$ cat config.mk
export PLATFORM = sky130hd
export DESIGN_NAME = instr_sequencer
export DESIGN_NICKNAME = d
export VERILOG_FILES = /design/src/rtl/instr_sequencer_pkg.sv /design/src/rtl/instr_sequencer_class_decode.sv /design/src/rtl/instr_sequencer.sv
export SDC_FILE = /design/constraint.sdc
export NUM_CORES = 1
export LEC_CHECK = 0
export CAP_MARGIN = 10
export CORE_AREA = 10 10 360 362
export CTS_CLUSTER_SIZE = 14
export DETAILED_ROUTE_END_ITERATION = 8
export DIE_AREA = 0 0 370 372
export SYNTH_ARGS = -nofsm -noshare
export SYNTH_HDL_FRONTEND = slang
export SYNTH_SLANG_ARGS = --single-unit
$ cat constraint.sdc
create_clock -name clock -period 8.8 [get_ports clock]
set_clock_uncertainty 0.15 [all_clocks]
set_input_delay 1.76 -clock clock [delete_from_list [all_inputs] [get_ports clock]]
set_output_delay 1.76 -clock clock [all_outputs]
set_load 0.01 [all_outputs]
$ cat src/rtl/instr_sequencer_pkg.sv
// Shared definitions for the LEGv8 multi-cycle sequencer: control-word layout,
// fixed control words, opcode class table and FSM encoding.
package instr_sequencer_pkg;

    localparam int CW_W   = 31;
    localparam int PSEL_W = 2;
    localparam int REG_W  = 5;
    localparam int FSEL_W = 5;
    localparam int OPC_W  = 11;

    // Control word is {Psel,DA,SA,SB,Fsel,regW,ramW,EN_MEM,EN_ALU,EN_B,EN_PC,Bsel,PCsel,SL}
    localparam int CW_SL       = 0;
    localparam int CW_PCSEL    = 1;
    localparam int CW_BSEL     = 2;
    localparam int CW_EN_PC    = 3;
    localparam int CW_EN_B     = 4;
    localparam int CW_EN_ALU   = 5;
    localparam int CW_EN_MEM   = 6;
    localparam int CW_RAMW     = 7;
    localparam int CW_REGW     = 8;
    localparam int CW_FSEL_LSB = 9;
    localparam int CW_SB_LSB   = CW_FSEL_LSB + FSEL_W;
    localparam int CW_SA_LSB   = CW_SB_LSB + REG_W;
    localparam int CW_DA_LSB   = CW_SA_LSB + REG_W;
    localparam int CW_PSEL_LSB = CW_DA_LSB + REG_W;

    localparam logic [PSEL_W-1:0] PSEL_HOLD = 2'b00;
    localparam logic [PSEL_W-1:0] PSEL_INC  = 2'b01;

    localparam logic [CW_W-1:0] FETCH_CW = 31'h0000_0040;
    localparam logic [CW_W-1:0] NOP_CW   = 31'h0000_0000;
    // Bits that may modify architectural state (PC, register file, RAM)
    localparam logic [CW_W-1:0] WRITE_EN_MASK = 31'h6000_0180;

    typedef enum logic [2:0] {
        CLS_ALU_R = 3'd0,
        CLS_ALU_I = 3'd1,
        CLS_MEM   = 3'd2,
        CLS_B     = 3'd3,
        CLS_BR    = 3'd4,
        CLS_CB    = 3'd5,
        CLS_BCOND = 3'd6,
        CLS_MOV   = 3'd7
    } instr_class_e;

    typedef enum logic [1:0] {
        ST_FETCH = 2'd0,
        ST_EXEC  = 2'd1,
        ST_HALT  = 2'd2
    } seq_state_e;

    // Opcode prefixes are left-aligned on IR[31:21]; don't-care bits are masked off
    localparam logic [OPC_W-1:0] ALU_R_MASK = 11'b100_1111_0111;
    localparam logic [OPC_W-1:0] ALU_R_VAL  = 11'b100_0101_0000;
    localparam logic [OPC_W-1:0] ALU_I_MASK = 11'b100_1110_0000;
    localparam logic [OPC_W-1:0] ALU_I_VAL  = 11'b100_1000_0000;
    localparam logic [OPC_W-1:0] MEM_MASK   = 11'b111_1111_1101;
    localparam logic [OPC_W-1:0] MEM_VAL    = 11'b111_1100_0000;
    localparam logic [OPC_W-1:0] B_MASK     = 11'b011_1110_0000;
    localparam logic [OPC_W-1:0] B_VAL      = 11'b000_1010_0000;
    localparam logic [OPC_W-1:0] BR_MASK    = 11'b111_1111_1111;
    localparam logic [OPC_W-1:0] BR_VAL     = 11'b110_1011_0000;
    localparam logic [OPC_W-1:0] CB_MASK    = 11'b111_1111_0000;
    localparam logic [OPC_W-1:0] CB_VAL     = 11'b101_1010_0000;
    localparam logic [OPC_W-1:0] BCOND_MASK = 11'b111_1111_1000;
    localparam logic [OPC_W-1:0] BCOND_VAL  = 11'b010_1010_0000;
    localparam logic [OPC_W-1:0] MOV_MASK   = 11'b101_1111_1100;
    localparam logic [OPC_W-1:0] MOV_VAL    = 11'b101_1001_0100;

    function automatic logic opcode_match(input logic [OPC_W-1:0] opc,
                                          input logic [OPC_W-1:0] mask,
                                          input logic [OPC_W-1:0] value);
        return ((opc & mask) == value);
    endfunction

endpackage

$ cat src/rtl/instr_sequencer_class_decode.sv
// Combinational opcode classifier: IR[31:21] -> class index, first match wins.
module instr_class_decode
    import instr_sequencer_pkg::*;
(
    input  logic [OPC_W-1:0] opcode_i,
    output instr_class_e     class_o,
    output logic             illegal_o
);

    // Priority match in class order; anything unmatched is illegal
    always_comb begin
        class_o   = CLS_ALU_R;
        illegal_o = 1'b0;
        if (opcode_match(opcode_i, ALU_R_MASK, ALU_R_VAL)) begin
            class_o = CLS_ALU_R;
        end else if (opcode_match(opcode_i, ALU_I_MASK, ALU_I_VAL)) begin
            class_o = CLS_ALU_I;
        end else if (opcode_match(opcode_i, MEM_MASK, MEM_VAL)) begin
            class_o = CLS_MEM;
        end else if (opcode_match(opcode_i, B_MASK, B_VAL)) begin
            class_o = CLS_B;
        end else if (opcode_match(opcode_i, BR_MASK, BR_VAL)) begin
            class_o = CLS_BR;
        end else if (opcode_match(opcode_i, CB_MASK, CB_VAL)) begin
            class_o = CLS_CB;
        end else if (opcode_match(opcode_i, BCOND_MASK, BCOND_VAL)) begin
            class_o = CLS_BCOND;
        end else if (opcode_match(opcode_i, MOV_MASK, MOV_VAL)) begin
            class_o = CLS_MOV;
        end else begin
            illegal_o = 1'b1;
        end
    end

endmodule

$ cat src/rtl/instr_sequencer.sv
// Multi-cycle LEGv8 control sequencer (FETCH/EXEC/HALT) with memory stalls and watchdog.
// Optional INSTR_SEQ_PERF_EN adds retired-instruction and stall-cycle counters.
module instr_sequencer
    import instr_sequencer_pkg::*;
#(
    parameter int NUM_CLASSES     = 8,
    parameter int MAX_EXEC_CYCLES = 8
) (
    input  logic                      clock,
    input  logic                      reset_n,
    input  logic [31:0]               mem_data,
    input  logic                      mem_ready,
    input  logic [CW_W*NUM_CLASSES-1:0] dec_cw,
    input  logic [2*NUM_CLASSES-1:0]  dec_ns,
    input  logic [64*NUM_CLASSES-1:0] dec_k,
    output logic [31:0]               instruction,
    output logic [1:0]                state,
    output logic [CW_W-1:0]           controlWord,
    output logic [63:0]               K,
    output logic                      fetch,
    output logic                      halted
`ifdef INSTR_SEQ_PERF_EN
    ,
    output logic [31:0]               instr_retired,
    output logic [31:0]               stall_cycles
`endif
);

    localparam int CNT_W = $clog2(MAX_EXEC_CYCLES + 1);

    seq_state_e        fsm_q, fsm_d;
    logic [31:0]       ir_q, ir_d;
    logic [1:0]        state_q, state_d;
    logic [CNT_W-1:0]  cnt_q, cnt_d;
    logic [CNT_W-1:0]  cnt_inc_s;

    instr_class_e      cls_s;
    logic              cls_illegal_s;
    logic [CW_W-1:0]   sel_cw_s;
    logic [1:0]        sel_ns_s;
    logic [63:0]       sel_k_s;
    logic              exec_stall_s;
    logic [CW_W-1:0]   cw_s;
    logic [63:0]       k_s;

    instr_class_decode u_class_decode (
        .opcode_i  (ir_q[31:21]),
        .class_o   (cls_s),
        .illegal_o (cls_illegal_s)
    );

    assign sel_cw_s  = dec_cw[CW_W*int'(cls_s) +: CW_W];
    assign sel_ns_s  = dec_ns[2*int'(cls_s) +: 2];
    assign sel_k_s   = dec_k[64*int'(cls_s) +: 64];
    assign cnt_inc_s = cnt_q + {{(CNT_W-1){1'b0}}, 1'b1};

    assign exec_stall_s = (fsm_q == ST_EXEC) && !cls_illegal_s &&
                          (sel_cw_s[CW_EN_MEM] || sel_cw_s[CW_RAMW]) && !mem_ready;

    // Output selection and next-state decision for the sequencer
    always_comb begin
        cw_s    = NOP_CW;
        k_s     = 64'h0;
        fsm_d   = fsm_q;
        ir_d    = ir_q;
        state_d = state_q;
        cnt_d   = cnt_q;
        case (fsm_q)
            ST_FETCH: begin
                cw_s = FETCH_CW;
                if (mem_ready) begin
                    cw_s[CW_PSEL_LSB +: PSEL_W] = PSEL_INC;
                    ir_d    = mem_data;
                    state_d = 2'b00;
                    cnt_d   = '0;
                    fsm_d   = ST_EXEC;
                end else begin
                    fsm_d = ST_FETCH;
                end
            end
            ST_EXEC: begin
                if (cls_illegal_s) begin
                    fsm_d = ST_HALT;
                end else if (exec_stall_s) begin
                    cw_s = sel_cw_s;
                    k_s  = sel_k_s;
                    cw_s[CW_REGW] = 1'b0;
                    cw_s[CW_PSEL_LSB +: PSEL_W] = PSEL_HOLD;
                end else begin
                    cw_s = sel_cw_s;
                    k_s  = sel_k_s;
                    if (sel_ns_s == 2'b00) begin
                        state_d = 2'b00;
                        cnt_d   = '0;
                        fsm_d   = ST_FETCH;
                    end else if (cnt_inc_s >= CNT_W'(MAX_EXEC_CYCLES)) begin
                        fsm_d = ST_HALT;
                    end else begin
                        state_d = sel_ns_s;
                        cnt_d   = cnt_inc_s;
                    end
                end
            end
            ST_HALT: begin
                fsm_d = ST_HALT;
            end
            default: begin
                fsm_d = ST_HALT;
            end
        endcase
    end

    // Sequencer state registers; reset drops straight back to FETCH
    always_ff @(posedge clock or negedge reset_n) begin
        if (!reset_n) begin
            fsm_q   <= ST_FETCH;
            ir_q    <= 32'h0;
            state_q <= 2'b00;
            cnt_q   <= '0;
        end else begin
            fsm_q   <= fsm_d;
            ir_q    <= ir_d;
            state_q <= state_d;
            cnt_q   <= cnt_d;
        end
    end

    // Write enables are masked while reset is held, independent of mem_ready
    assign controlWord = reset_n ? cw_s : (cw_s & ~WRITE_EN_MASK);
    assign K           = k_s;
    assign instruction = ir_q;
    assign state       = state_q;
    assign fetch       = (fsm_q == ST_FETCH);
    assign halted      = (fsm_q == ST_HALT);

`ifdef INSTR_SEQ_PERF_EN
    logic        retire_s;
    logic        stall_s;
    logic [31:0] retired_q;
    logic [31:0] stalls_q;

    assign retire_s = (fsm_q == ST_EXEC) && (fsm_d == ST_FETCH);
    assign stall_s  = ((fsm_q == ST_FETCH) && !mem_ready) || exec_stall_s;

    // Free-running performance counters, wrapping modulo 2^32
    always_ff @(posedge clock or negedge reset_n) begin
        if (!reset_n) begin
            retired_q <= 32'h0;
            stalls_q  <= 32'h0;
        end else begin
            retired_q <= retired_q + {31'h0, retire_s};
            stalls_q  <= stalls_q + {31'h0, stall_s};
        end
    end

    assign instr_retired = retired_q;
    assign stall_cycles  = stalls_q;
`endif

endmodule
==> out/metrics.csv, run 1 <==
metric;value;unit
DRC Markers;0;
Avg Cell Area, Syn;4.96;um^2
Power Total;0.00196;W
number of vias per cell;3.88;
crit path time final;6.61;ns
crit-path most repeated cell;buf_4;
TritonRoute pass-1 iters;5;
final setup violation count;0;
global-route wire length before repair;138000;um
TritonCTS clock tree;yes;
Hold Path Class;flip-flop to flip-flop;
PwrDens;95.0;nW/um^2
Synth Warn #;0;
# hold bufs at CTS;0;
Die Ht;372;um
mapped cell area;9140;um^2
final slew viol count;0;
area of the die;138000;um^2
Setup CP Type;flip-flop to output pin;
wire length per cell;24.5;um
Rel. slew slack;18.9;%
CP startpoint kind;flip-flop;
setup TNS;0;ns
GRT overflow;0;
grt met1 use;18.2;%
CP top delay family;buffers and inverters;
crit-path max FO;75;
initial antenna violation count;49;
fillcell total;14127;
slowest stage delay, CP;0.77;ns
RSZ-0062 raised after global routing;false;
worst skew pair latency;0.29;ns
initial DRC count;1546;
Post-CTS Setup Repair Bufs;0;
CTS Buf Count;5;
Synthesized Nets;2655;
GPL Wtd Cong;0.947;
fin util;16.8;%
final-stage net count;3477;
Initial Util;7.45;%
busiest grt layer;met2;
Seq/Total Area, Yosys;11.0;%
met3 Usage GRT;4.28;%
port bufs;941;
worst path bufs/invs;4;
Area contributors post-synth;nand2_1 (35%), nand3_1 (31%), dfrtp_1 (11%);
Distinct cells, synth;56;
antenna-violating nets left;0;
share of cells above drive strength 1;2.85;%
pin count of the biggest net entering global routing;111;
area leader, netlist;nand2_1;
Fmax;151;MHz
crit share post-route;75.1;%
synth cell count leaders;nand2_1 (859), nand3_1 (559), clkbuf_1 (137);
area growth from synthesis to layout;125;%
Comb power frac;75.7;%
Leak;7.91;nW
M2 GR Usage;23.4;%
CP arrival;4.70;ns
Main synth FF type;dfrtp_1;
I/O pin total;942;
vias in the first global route;16228;
Root Buffer;clkbuf_16;
#FFs+latches synth;40;
outcome;complete, no violations;
Slew @ Worst Pin;1.22;ns
Syn Inst Count;1843;
Floorplan Core Area;123000;um^2
routed wire length;106000;um
Detailed Place HPWL;89400;um
slowest cell on the critical path;clkdlybuf4s50_1;
Async SR Flop Fraction;100;%
Max-cap violations;0;
post-CTS sizing;0;
CP endpoint kind;output pin;
Vias;16725;
share of the synthesized area in the top cell type;35.3;%
crit-path cells;or3b_1, o32ai_4, a311oi_1, buf_4, nor3_2, buf_12, buf_4, nand3_1, a21oi_1, clkdlybuf4s50_1;
clk slew on worst S/H paths;0.07;ns
DIE WIDTH;370;um
register share of total power;13.0;%
sw frac;48.9;%
H-tree Lvls;2;
Psw;0.000957;W
Hold Vio Cnt, Final;0;
Post-synth EDFFs;0;
clk buf depth;2;
FP Rows;129;
CTS Sinks;40;
Max rail drop VDD;0.0666;mV
most frequent cell after synthesis;nand2_1;
Cell Int Power;0.000999;W
clock power share;11.3;%
Total GRT Usage;14.1;%
Worst EP required;6.89;ns
[power groups by stage]
stage / combinational (W) / sequential (W) / clock [W]
2_1_floorplan: 0.000628 / 0.000268 / 0
3_3_place_gp: 0.00150 / 0.000254 / 0
3_5_place_dp: 0.00149 / 0.000257 / 0
4_1_cts: 0.00150 / 0.000254 / 0.000224
5_1_grt: 0.00160 / 0.000261 / 0.000231
6_report: 0.00148 / 0.000255 / 0.000222
[cell usage in the layout (no fill, tap or decap), drive strengths merged, types with 2 or more instances in the layout]
cell	count
diode	12
nor3b	2
a311oi	3
nand2b	4
and2	4
mux2	7
nor2	19
clkdlybuf4s50	940
nor4	2
or3b	3
nor2b	4
o211ai	7
clkbuf	5
o21ai	8
dfrtp	40
nor3	6
nand3	560
a31o	2
buf	41
nand4bb	2
o311ai	5
nand2	859
a21boi	2
mux2i	11
and3	3
a21oi	102
a31oi	3
or4	2
inv	2
[worst paths after layout]
path,slack (ns),endpoint,cells past startpoint,from
setup reg to reg,4.62,state[0]$_DFFE_PN0P_,10,instruction[30]$_DFFE_PN0P_
hold / removal,0.32,instruction[17]$_DFFE_PN0P_,2,instruction[17]$_DFFE_PN0P_
min in group asynchronous,1.40,instruction[3]$_DFFE_PN0P_,2,reset_n
setup / recovery,2.19,K[55],10,instruction[30]$_DFFE_PN0P_
hold reg to reg,0.32,instruction[17]$_DFFE_PN0P_,2,instruction[17]$_DFFE_PN0P_
max in group asynchronous,6.69,instruction[29]$_DFFE_PN0P_,2,reset_n
[layer usage]
layer / share of wire (%) / up-vias / wire [um]
met2: 47 / 900 / 49400
met5: 0.17 / - / 175
met1: 42 / 7854 / 44700
met4: 1.8 / 28 / 1850
met3: 9.2 / 116 / 9780
li1: - / 7827 / -
[flip-flops by register name, indices dropped and copies added, names as in the netlist]
name and count:
cnt_q 4, fsm_q 2, instruction 32, state 2
[per-stage QoR]
stage               instances  hold slack [ns]  area (um^2)  setup slack (ns)
finish                   4315            0.325        20600              2.19
global route             4310            0.353        20600              1.90
CTS                      4303            0.329        20600              2.12
detailed placement       4295            0.311        20400              2.44
global placement         4295            0.308        20400              2.44
floorplan                1843            0.324         9140              3.74
[layout make-up]
class | count | area (um^2) | share of cell area (%)
clock inverters | 3 | 46.3 | 0.225
flip-flops and latches | 40 | 1000 | 4.86
multi-input cells | 1636 | 7520 | 36.5
inverters | 1 | 3.75 | 0.0182
diodes | 12 | 30.0 | 0.146
repair buffers | 981 | 9810 | 47.7
clock buffers | 5 | 125 | 0.608
well taps | 1637 | 2050 | 9.95
[worst register-to-register path: stages, from the launching register on]
cell and delay [ns]:
dfrtp_1 0.47, or3b_2 0.53, a21oi_2 0.15, buf_4 0.21, or2_4 0.50, buf_4 0.68, nor3_1 0.17, o311ai_2 0.33
o211ai_2 0.23, o211ai_4 0.32, mux2_4 0.33
[logic make-up (layout without fill, tap and decap cells)]
kind of cell,after synthesis,count (layout),synth area share [%]
multiplexers,18,18,2.23
flip-flops,40,40,11.0
AO/OA/AOI/OAI,140,140,9.49
AND/OR/NAND/NOR,1476,1476,69.9
adder cells (fa/ha/maj),1,1,0.137
buffers and inverters,167,990,7.23
other,0,12,0
XOR/XNOR,1,1,0.0959
(Power assumes the default switching activity.)
==> run 2: changes to the inputs <==
--- a/config.mk
+++ b/config.mk
@@ -6,10 +6,10 @@
 export NUM_CORES = 1
 export LEC_CHECK = 0
 export CAP_MARGIN = 10
-export CORE_AREA = 10 10 360 362
+export CORE_AREA = 10 10 356 358
 export CTS_CLUSTER_SIZE = 14
 export DETAILED_ROUTE_END_ITERATION = 8
-export DIE_AREA = 0 0 370 372
+export DIE_AREA = 0 0 366 368
 export SYNTH_ARGS = -nofsm -noshare
 export SYNTH_HDL_FRONTEND = slang
 export SYNTH_SLANG_ARGS = --single-unit
==> constraint.sdc (replaced) <==
create_clock -name clock -period 6.3 [get_ports clock]
set_clock_uncertainty 0.15 [all_clocks]
set_input_delay 1.26 -clock clock [delete_from_list [all_inputs] [get_ports clock]]
set_output_delay 1.26 -clock clock [all_outputs]
set_load 0.01 [all_outputs]
==> out/metrics.csv, run 2 (same netlist as run 1, synthesis figures left out) <==
metric;value;unit
Hold Path Class;flip-flop to flip-flop;
Floorplan Core Area;119000;um^2
GRT overflow;0;
CP endpoint kind;output pin;
PwrDens;130;nW/um^2
most common cell after layout, fill and taps aside;clkdlybuf4s50_1;
slowest stage delay, CP;0.69;ns
Die Ht;368;um
Total GRT Usage;14.4;%
# hold bufs at CTS;0;
reg2reg start;instruction[26]$_DFFE_PN0P_;
post-CTS sizing;0;
Hold Vio Cnt, Final;0;
final setup violation count;0;
Rel. slew slack;51.4;%
Leak;8.00;nW
clk buf depth;2;
global-route wire length before repair;139000;um
crit-path cells;or3b_2, a21oi_2, or2_4, buf_12, buf_4, nand2_1, nand3_1, nand3_1, a21oi_1, clkdlybuf4s50_1;
port bufs;941;
sw frac;48.6;%
max reg flops;32;
Power Total;0.00269;W
Setup CP Type;flip-flop to output pin;
crit path time final;5.63;ns
Slew @ Worst Pin;0.727;ns
Hold Crit Start;instruction[6]$_DFFE_PN0P_;
slowest cell on the critical path;clkdlybuf4s50_1;
commonest non-fill, non-tap cells in the layout;clkdlybuf4s50_1 (940), nand2_1 (859), nand3_1 (559);
FP Rows;127;
vias in the first global route;16142;
setup TNS;0;ns
H-tree Lvls;2;
clk slew on worst S/H paths;0.07;ns
crit-path most repeated cell;nand3_1;
final-stage net count;3493;
Max rail drop VDD;0.106;mV
final slew viol count;0;
GPL Wtd Cong;0.997;
wire length per cell;24.5;um
Cell Int Power;0.00138;W
area growth from synthesis to layout;127;%
source of the critical timing path;instruction[26]$_DFFE_PN0P_;
routed wire length;105000;um
area of the die;135000;um^2
DRT met1 WL;47800;um
share of cells above drive strength 1;3.43;%
Initial Util;7.66;%
number of vias per cell;3.87;
met3 WL post-DR;7460;um
outcome;complete, no violations;
initial antenna violation count;27;
TritonRoute pass-1 iters;5;
crit-path max FO;63;
DR top layer;met5;
Comb power frac;77.1;%
I/O pin total;942;
CTS Buf Count;5;
Worst EP required;4.89;ns
Root Buffer;clkbuf_16;
TritonCTS clock tree;yes;
Vias;16654;
Post-CTS Setup Repair Bufs;0;
clock power share;9.7;%
DIE WIDTH;366;um
Detailed Place HPWL;89900;um
Fmax;177;MHz
RSZ-0062 raised after global routing;false;
Psw;0.00131;W
Max-cap violations;0;
DRC Markers;0;
antenna-violating nets left;0;
crit share post-route;89.4;%
register share of total power;13.2;%
CP startpoint kind;flip-flop;
worst skew pair latency;0.29;ns
CTS Sinks;40;
pin count of the biggest net entering global routing;102;
initial DRC count;1651;
hold slack;0.326;ns
routed wl met2;48900;um
CP arrival;4.22;ns
[run 2: cell types whose count changed in the layout (fill, tap and decap cells not counted)]
cell        delta
bufinv_16      -1
buf_4         +10
buf_16         +1
diode_2        -3
clkinv_4       +1
inv_6          -1
clkinvlp_4     +1
buf_12         +5
[run 2: final timing paths]
check                           slack, ns                           to  cells past startpoint
worst max register to register       2.58         state[1]$_DFFE_PN0P_                      9
worst max-delay path                 0.67                        K[63]                     10
worst min register to register       0.33   instruction[6]$_DFFE_PN0P_                      2
min in group asynchronous            0.96         fsm_q[1]$_DFFE_PN0P_                      2
worst min-delay path                 0.33   instruction[6]$_DFFE_PN0P_                      2
max in group asynchronous            4.65  instruction[30]$_DFFE_PN0P_                      2
[run 2: critical path: cells and delay by family, from the launching register on]
| kind | cells | cell delay (ns) |
|---|---|---|
| compound gates | 2 | 0.72 |
| buf+inv | 3 | 1.33 |
| flops | 1 | 0.47 |
| simple gates | 5 | 1.37 |
[run 2: power groups by stage]
stage	clock (W)	combinational, W	sequential, W
after global placement	0	0.00209	0.000354
after detailed placement	0	0.00209	0.000359
after global routing	0.000277	0.00225	0.000362
after CTS	0.000266	0.00210	0.000354
final	0.000261	0.00207	0.000355
after floorplan	0	0.000878	0.000374
[run 2: metrics by stage]
step,instances,utilization (%),worst slack [ns],cell area (um^2)
finish,4303,17.4,0.666,20700
CTS,4293,17.3,0.578,20700
floorplan,1843,-,2.24,9140
global route,4298,17.4,0.384,20700
global placement,4285,17.2,0.793,20500
detailed placement,4285,17.2,0.758,20500
[run 2: layout make-up]
| type | count | area, um^2 |
|---|---|---|
| antenna | 9 | 22.5 |
| clock buffer | 5 | 125 |
| clock inverter | 3 | 23.8 |
| fill | 13763 | 98600 |
| inverter | 1 | 3.75 |
| multi-input combinational | 1636 | 7520 |
| sequential | 40 | 1000 |
| tap | 1612 | 2020 |
| timing repair buffer | 997 | 10000 |
[run 2: per-layer routing]
layer	GRT usage (%)	vias up
li1	-	7852
met1	19.4	7942
met2	23.6	784
met3	3.53	64
met4	1.67	12
met5	0	-
